### config.mk
export PLATFORM = sky130hd
export DESIGN_NAME = ycbcr_rgb_pipe
export DESIGN_NICKNAME = d
export VERILOG_FILES = /design/src/rtl/ycbcr_rgb_pipe.sv
export SDC_FILE = /design/constraint.sdc
export NUM_CORES = 1
export LEC_CHECK = 0
export ABC_AREA = 1
export BUFFER_PORTS_ARGS = -buffer_cell sky130_fd_sc_hd__buf_2
export CAP_MARGIN = 20
export CORE_AREA = 2 2 123 245
export DETAILED_ROUTE_END_ITERATION = 8
export DIE_AREA = 0 0 125 247
export RECOVER_POWER = 25
export REMOVE_ABC_BUFFERS = 1
export SLEW_MARGIN = 15
export SYNTH_ARGS = -nofsm -noshare
export SYNTH_HDL_FRONTEND = slang
export SYNTH_SLANG_ARGS = --single-unit
### constraint.sdc
create_clock -name clk -period 5.45 [get_ports clk]
set_input_delay 1.09 -clock clk [delete_from_list [all_inputs] [get_ports clk]]
set_output_delay 1.09 -clock clk [all_outputs]
set_load 0.005 [all_outputs]
### src/rtl/ycbcr_rgb_pipe.sv
// Serial YCbCr (Y, Cb, Cr) to parallel fixed-point RGB converter.
// Two-stage pipeline: products, then sums with clamping.
module ycbcr_rgb_pipe #(
    parameter int DW   = 8,
    parameter int FW   = 8,
    parameter int MODE = 0
) (
    input  logic             clk,
    input  logic             reset,
    input  logic             in_valid,
    input  logic             in_sop,
    input  logic [DW-1:0]    in_data,
    output logic [DW+FW-1:0] R,
    output logic [DW+FW-1:0] G,
    output logic [DW+FW-1:0] B,
    output logic             out_valid,
    output logic             sync_err
);

    localparam int SW = DW + FW + 4;

    localparam real C_RCR = (MODE == 1) ? 1.5748   : 1.402;
    localparam real C_GCB = (MODE == 1) ? 0.187324 : 0.344136;
    localparam real C_GCR = (MODE == 1) ? 0.468124 : 0.714136;
    localparam real C_BCB = (MODE == 1) ? 1.8556   : 1.772;

    localparam logic signed [SW-1:0] K_RCR =
        SW'($rtoi(C_RCR * (2.0 ** FW) + 0.5));
    localparam logic signed [SW-1:0] K_GCB =
        SW'($rtoi(C_GCB * (2.0 ** FW) + 0.5));
    localparam logic signed [SW-1:0] K_GCR =
        SW'($rtoi(C_GCR * (2.0 ** FW) + 0.5));
    localparam logic signed [SW-1:0] K_BCB =
        SW'($rtoi(C_BCB * (2.0 ** FW) + 0.5));

    localparam logic signed [SW-1:0] MAXV =
        SW'({{DW{1'b1}}, {FW{1'b0}}});

    typedef enum logic [1:0] {
        S_Y  = 2'd0,
        S_CB = 2'd1,
        S_CR = 2'd2
    } state_t;

    state_t          r_state;
    state_t          w_state_nx;
    logic            w_cr_acc;
    logic            w_err_set;
    logic            w_y_cap;
    logic            w_cb_cap;

    logic [DW-1:0]   r_y;
    logic [DW-1:0]   r_cb;
    logic [DW-1:0]   r_py;
    logic [DW-1:0]   r_pcb;
    logic [DW-1:0]   r_pcr;
    logic            r_pv;

    logic signed [DW:0]   w_dcb;
    logic signed [DW:0]   w_dcr;
    logic signed [SW-1:0] w_ecb;
    logic signed [SW-1:0] w_ecr;

    logic signed [SW-1:0] r_s1_y;
    logic signed [SW-1:0] r_s1_rcr;
    logic signed [SW-1:0] r_s1_gcb;
    logic signed [SW-1:0] r_s1_gcr;
    logic signed [SW-1:0] r_s1_bcb;
    logic                 r_s1_v;

    logic signed [SW-1:0] w_sr;
    logic signed [SW-1:0] w_sg;
    logic signed [SW-1:0] w_sb;

    always_comb begin
        w_state_nx = r_state;
        w_cr_acc   = 1'b0;
        w_err_set  = 1'b0;
        if (in_valid) begin
            if (in_sop) begin
                w_state_nx = S_CB;
                w_err_set  = (r_state != S_Y);
            end else begin
                unique case (r_state)
                    S_Y:  w_state_nx = S_CB;
                    S_CB: w_state_nx = S_CR;
                    S_CR: begin
                        w_state_nx = S_Y;
                        w_cr_acc   = 1'b1;
                    end
                    default: w_state_nx = S_Y;
                endcase
            end
        end
    end

    assign w_y_cap  = in_valid && (in_sop || r_state == S_Y);
    assign w_cb_cap = in_valid && !in_sop && r_state == S_CB;

    always_ff @(posedge clk) begin
        if (!reset) begin
            r_state  <= S_Y;
            sync_err <= 1'b0;
            r_y      <= '0;
            r_cb     <= '0;
        end else begin
            r_state <= w_state_nx;
            if (w_err_set) sync_err <= 1'b1;
            if (w_y_cap)   r_y      <= in_data;
            if (w_cb_cap)  r_cb     <= in_data;
        end
    end

    // Whole pixel is latched on the Cr edge so the next Y/Cb can overwrite r_y/r_cb.
    always_ff @(posedge clk) begin
        if (!reset) begin
            r_py  <= '0;
            r_pcb <= '0;
            r_pcr <= '0;
            r_pv  <= 1'b0;
        end else begin
            r_pv <= w_cr_acc;
            if (w_cr_acc) begin
                r_py  <= r_y;
                r_pcb <= r_cb;
                r_pcr <= in_data;
            end
        end
    end

    assign w_dcb = $signed({1'b0, r_pcb}) - $signed({2'b01, {(DW-1){1'b0}}});
    assign w_dcr = $signed({1'b0, r_pcr}) - $signed({2'b01, {(DW-1){1'b0}}});
    assign w_ecb = SW'(w_dcb);
    assign w_ecr = SW'(w_dcr);

    always_ff @(posedge clk) begin
        if (!reset) begin
            r_s1_y   <= '0;
            r_s1_rcr <= '0;
            r_s1_gcb <= '0;
            r_s1_gcr <= '0;
            r_s1_bcb <= '0;
            r_s1_v   <= 1'b0;
        end else begin
            r_s1_v <= r_pv;
            if (r_pv) begin
                r_s1_y   <= SW'({r_py, {FW{1'b0}}});
                r_s1_rcr <= K_RCR * w_ecr;
                r_s1_gcb <= K_GCB * w_ecb;
                r_s1_gcr <= K_GCR * w_ecr;
                r_s1_bcb <= K_BCB * w_ecb;
            end
        end
    end

    assign w_sr = r_s1_y + r_s1_rcr;
    assign w_sg = r_s1_y - r_s1_gcb - r_s1_gcr;
    assign w_sb = r_s1_y + r_s1_bcb;

    function automatic logic [DW+FW-1:0] clamp(input logic signed [SW-1:0] v);
        if (v < 0)         return '0;
        else if (v > MAXV) return MAXV[DW+FW-1:0];
        else               return v[DW+FW-1:0];
    endfunction

    always_ff @(posedge clk) begin
        if (!reset) begin
            R         <= '0;
            G         <= '0;
            B         <= '0;
            out_valid <= 1'b0;
        end else begin
            out_valid <= r_s1_v;
            if (r_s1_v) begin
                R <= clamp(w_sr);
                G <= clamp(w_sg);
                B <= clamp(w_sb);
            end
        end
    end

endmodule

==> qor.yml <==
synthesis:
  synth_flop_cell: "dfxtp_1"
  synth_enable_flop_cells: 0
  netlist-cell-type-count: 48
  ys.warnings.count: 0
  syn_area_um2: 13500
  synthArstFlopShare_pct: 0
  syn_avg_cell_area_um2: 7.45
  synth.ff_latch_count: 163
  synth-seq-area-share_pct: 24.2
  netlist_instances: 1811
place:
  place.gp.congestion: 0.909
  dp_cells: 2195
  dpl.hpwl_um: 27000
  place_worst_setup_slack_ns: 0.750
  io_buffers: 60
  placed_area_um2: 14100
clock_network:
  cts-resized-gates: 0
  cts_buffer_depth: 2
  post-cts-setup-buffer-count: 0
  h-tree-depth: 4
  insertion_delay_ns: 0.45
  cts_buffers: 17
  cts.reportedPaths.clkPinSlew_ns: 0.07
  cts.sinks: 163
  cts_tree: "yes"
  root_buffer: "clkbuf_16"
  cts-hold-fix-buffers: 0
detailed_routing:
  routedWlPerCell_um: 14.9
  num_vias: 11200
  drc: 0
  drt_iter0_markers: 485
  final_antenna_net_count: 0
  drt_first_pass_iters: 5
  viasPerCell: 5.01
  routed_wl_um: 33300
sta:
  drv_slew: 87
  setup_viol: 0
  fin_crit_sh_pct: 87.1
  tns_ns: 0
  setup_ws_ns: 0.704
  period_needed_ns: 4.75
  whs_ns: 0.462
  finalHoldViolCount: 0
  finalClockSkew_ns: 0.00723
  fmax_ghz: 0.211
  relSlewSlack_pct: -40.9
  worst_slew_pin_slew_ns: 2.11
  rsz0062_at_grt: "no"
die:
  initial_core_util_pct: 46.3
  die_area_um2: 30900
  die_h_um: 247
  rows: 89
  die_w_um: 125
  core_area_um2: 29200
  ios: 62
worst_setup_path:
  crit_fanout: 7
  crit_top_cell: "inv_1"
  r2r_cells: 22
  crit_cells: 22
  cpPeakStageDelay_ns: 0.60
  worstSetupPathType: "flop to flop"
  cp_slowest_cell: "dfxtp_1"
  cp.arrival_ns: 5.08
  cp.buffers_inverters: 7
  critPathCaptureType: "flop"
  crit_chain: "clkinv_1 -> ha_1 -> inv_1 -> ha_1 -> inv_1 -> fa_1 -> inv_1 -> fa_1 -> inv_1 -> fa_1 -> inv_1 -> ha_1 -> nand2_1 -> nor2_1 -> a21oi_1 -> o21ai_0 -> nand3_1 -> nand2_1 -> xor2_1 -> nand2_1 -> o211ai_1 -> inv_1"
  cp.required_ns: 5.78
  critPathTopFamily: "adder cells"
  start_kind: "flop"
power_and_ir_drop:
  p_leak_nw: 7.79
  power_mw: 2.74
  ir_worst_vdd_v: 0.000269
  p_clk_share_pct: 43.6
  netSwitchingFraction_pct: 29.6
  p_per_area_nw_per_um2: 187
  power.net_switching_uw: 810
  combPwrFrac_pct: 12.2
  internal_power_mw: 1.93
  pwr-share-seq_pct: 44.2
outcome:
  status: "finished with violations"
  violations: "capacitance limit, slew limit"
global_routing:
  antenna_found_initial: 0
  grt_max_degree: 58
  grt_usage_pct: 22.0
  overflow: 0
  grt_pass1_wl_um: 54100
  grt_pass1_vias: 10400
final_layout:
  nFillCells: 2975
  insertedDiodeCount: 0
  post-route-util_pct: 50.2
  nNetsFinal: 2137
  stdcell_count: 2228
  syn2layout_area_growth_pct: 8.56
  drive_gt1_share_pct: 5.90
  design_area_um2: 14700
worst_hold_path:
  hold_class: "flop to flop"
  holdPathStages: 2
flow_run:
  max_cap_viol_count: 2
## per-layer routing
layer  part of all wire, %  vias to the layer above  track usage, %
met2                    49                      209            38.3
li1                      -                     5853               -
met5                     0                        -               0
met1                    44                     5058            27.7
met3                   4.6                       41            4.22
met4                   2.1                        0            6.34
## kinds of logic (layout without fill, tap and decap cells)
kind of cell	after synthesis	in the layout	share of synthesized area, %
simple gates	592	592	18.7
flops	163	163	24.2
xor+xnor	59	59	3.83
fa+ha+maj	274	274	29.2
other cells	1	1	0.0278
buf+inv	396	449	11.2
compound gates	326	326	12.8
## worst register-to-register path: cells and delay by family, from the launching register on
family,cells,cell delay [ns]
XOR/XNOR,1,0.15
AO/OA/AOI/OAI,3,0.48
flip-flops,1,0.60
AND/OR/NAND/NOR,5,0.46
adder cells (fa/ha/maj),6,2.34
buffers and inverters,7,0.61
## Yosys cell counts (all sizes together) (4+ instances only)
master / count / area [um^2]
buf: 11 / 71.3
or2: 4 / 25.0
clkbuf: 37 / 139
nand3b: 11 / 86.3
nand3: 65 / 345
ha: 205 / 2560
xor2: 42 / 368
o21ai: 136 / 692
inv: 345 / 1290
xnor2: 17 / 149
nand4: 26 / 163
nor2: 175 / 687
nand2: 302 / 1160
dfxtp: 163 / 3260
nor3: 6 / 30.0
fa: 69 / 1380
a21oi: 166 / 850
a21o: 5 / 37.5
o21bai: 4 / 33.8
## flip-flops by register name, indices dropped and copies added, names as in the netlist
signal / count
r_pcb: 8
r_state: 2
r_s1_gcr: 14
G: 16
r_s1_v: 1
B: 15
r_pcr: 8
r_s1_gcb: 11
sync_err: 1
r_s1_bcb: 18
out_valid: 1
r_py: 8
r_s1_rcr: 19
r_cb: 8
r_y: 8
r_s1_y: 8
r_pv: 1
R: 16
## placed cells by master, fill, tap and decap left out, types with 3 or more instances in the layout
| master | netlist | routed |
|---|---|---|
| a21o_1 | 5 | 5 |
| a21oi_1 | 163 | 163 |
| buf_2 | 3 | 37 |
| buf_4 | 1 | 7 |
| clkbuf_1 | 37 | 24 |
| clkbuf_16 | 0 | 17 |
| clkinv_1 | 3 | 3 |
| dfxtp_1 | 163 | 163 |
| fa_1 | 69 | 69 |
| ha_1 | 205 | 205 |
| inv_1 | 343 | 343 |
| inv_8 | 0 | 8 |
| nand2_1 | 293 | 293 |
| nand2_2 | 8 | 8 |
| nand3_1 | 61 | 61 |
| nand3_2 | 4 | 4 |
| nand3b_1 | 10 | 10 |
| nand4_1 | 26 | 26 |
| nor2_1 | 169 | 169 |
| nor2_2 | 3 | 3 |
| nor2_4 | 3 | 3 |
| nor3_1 | 6 | 6 |
| o2111ai_1 | 3 | 3 |
| o211ai_1 | 3 | 3 |
| o21ai_0 | 131 | 131 |
| o21ai_2 | 3 | 3 |
| o21bai_1 | 3 | 3 |
| or2_2 | 4 | 4 |
| xnor2_1 | 17 | 17 |
| xor2_1 | 42 | 42 |
## cell type report
class | instances | area (um^2) | share of cell area, %
Clock buffer | 17 | 425 | 2.90
Timing Repair Buffer | 69 | 332 | 2.26
Tap cell | 364 | 455 | 3.11
Inverter | 348 | 1310 | 8.91
Clock inverter | 15 | 153 | 1.04
Sequential cell | 163 | 3260 | 22.3
Multi-Input combinational cell | 1252 | 8720 | 59.5
## worst paths after layout
check	from	end	slack, ns
max reg2reg	r_pcr[7]$_SDFFE_PN0P_	r_s1_rcr[16]$_SDFFE_PN0P_	0.70
max	r_pcr[7]$_SDFFE_PN0P_	r_s1_rcr[16]$_SDFFE_PN0P_	0.70
min	B[11]$_SDFFE_PN0P_	B[11]$_SDFFE_PN0P_	0.46
min reg2reg	B[11]$_SDFFE_PN0P_	B[11]$_SDFFE_PN0P_	0.46
## power by group through the flow
stage / clock, mW / sequential (mW) / combinational [mW]
after floorplan: 0 / 1.24 / 0.250
after global placement: 0 / 1.24 / 0.334
after detailed placement: 0 / 1.24 / 0.335
after CTS: 1.22 / 1.21 / 0.338
after global routing: 1.27 / 1.21 / 0.383
final: 1.20 / 1.21 / 0.334
Power figures use the tool's default switching activity.
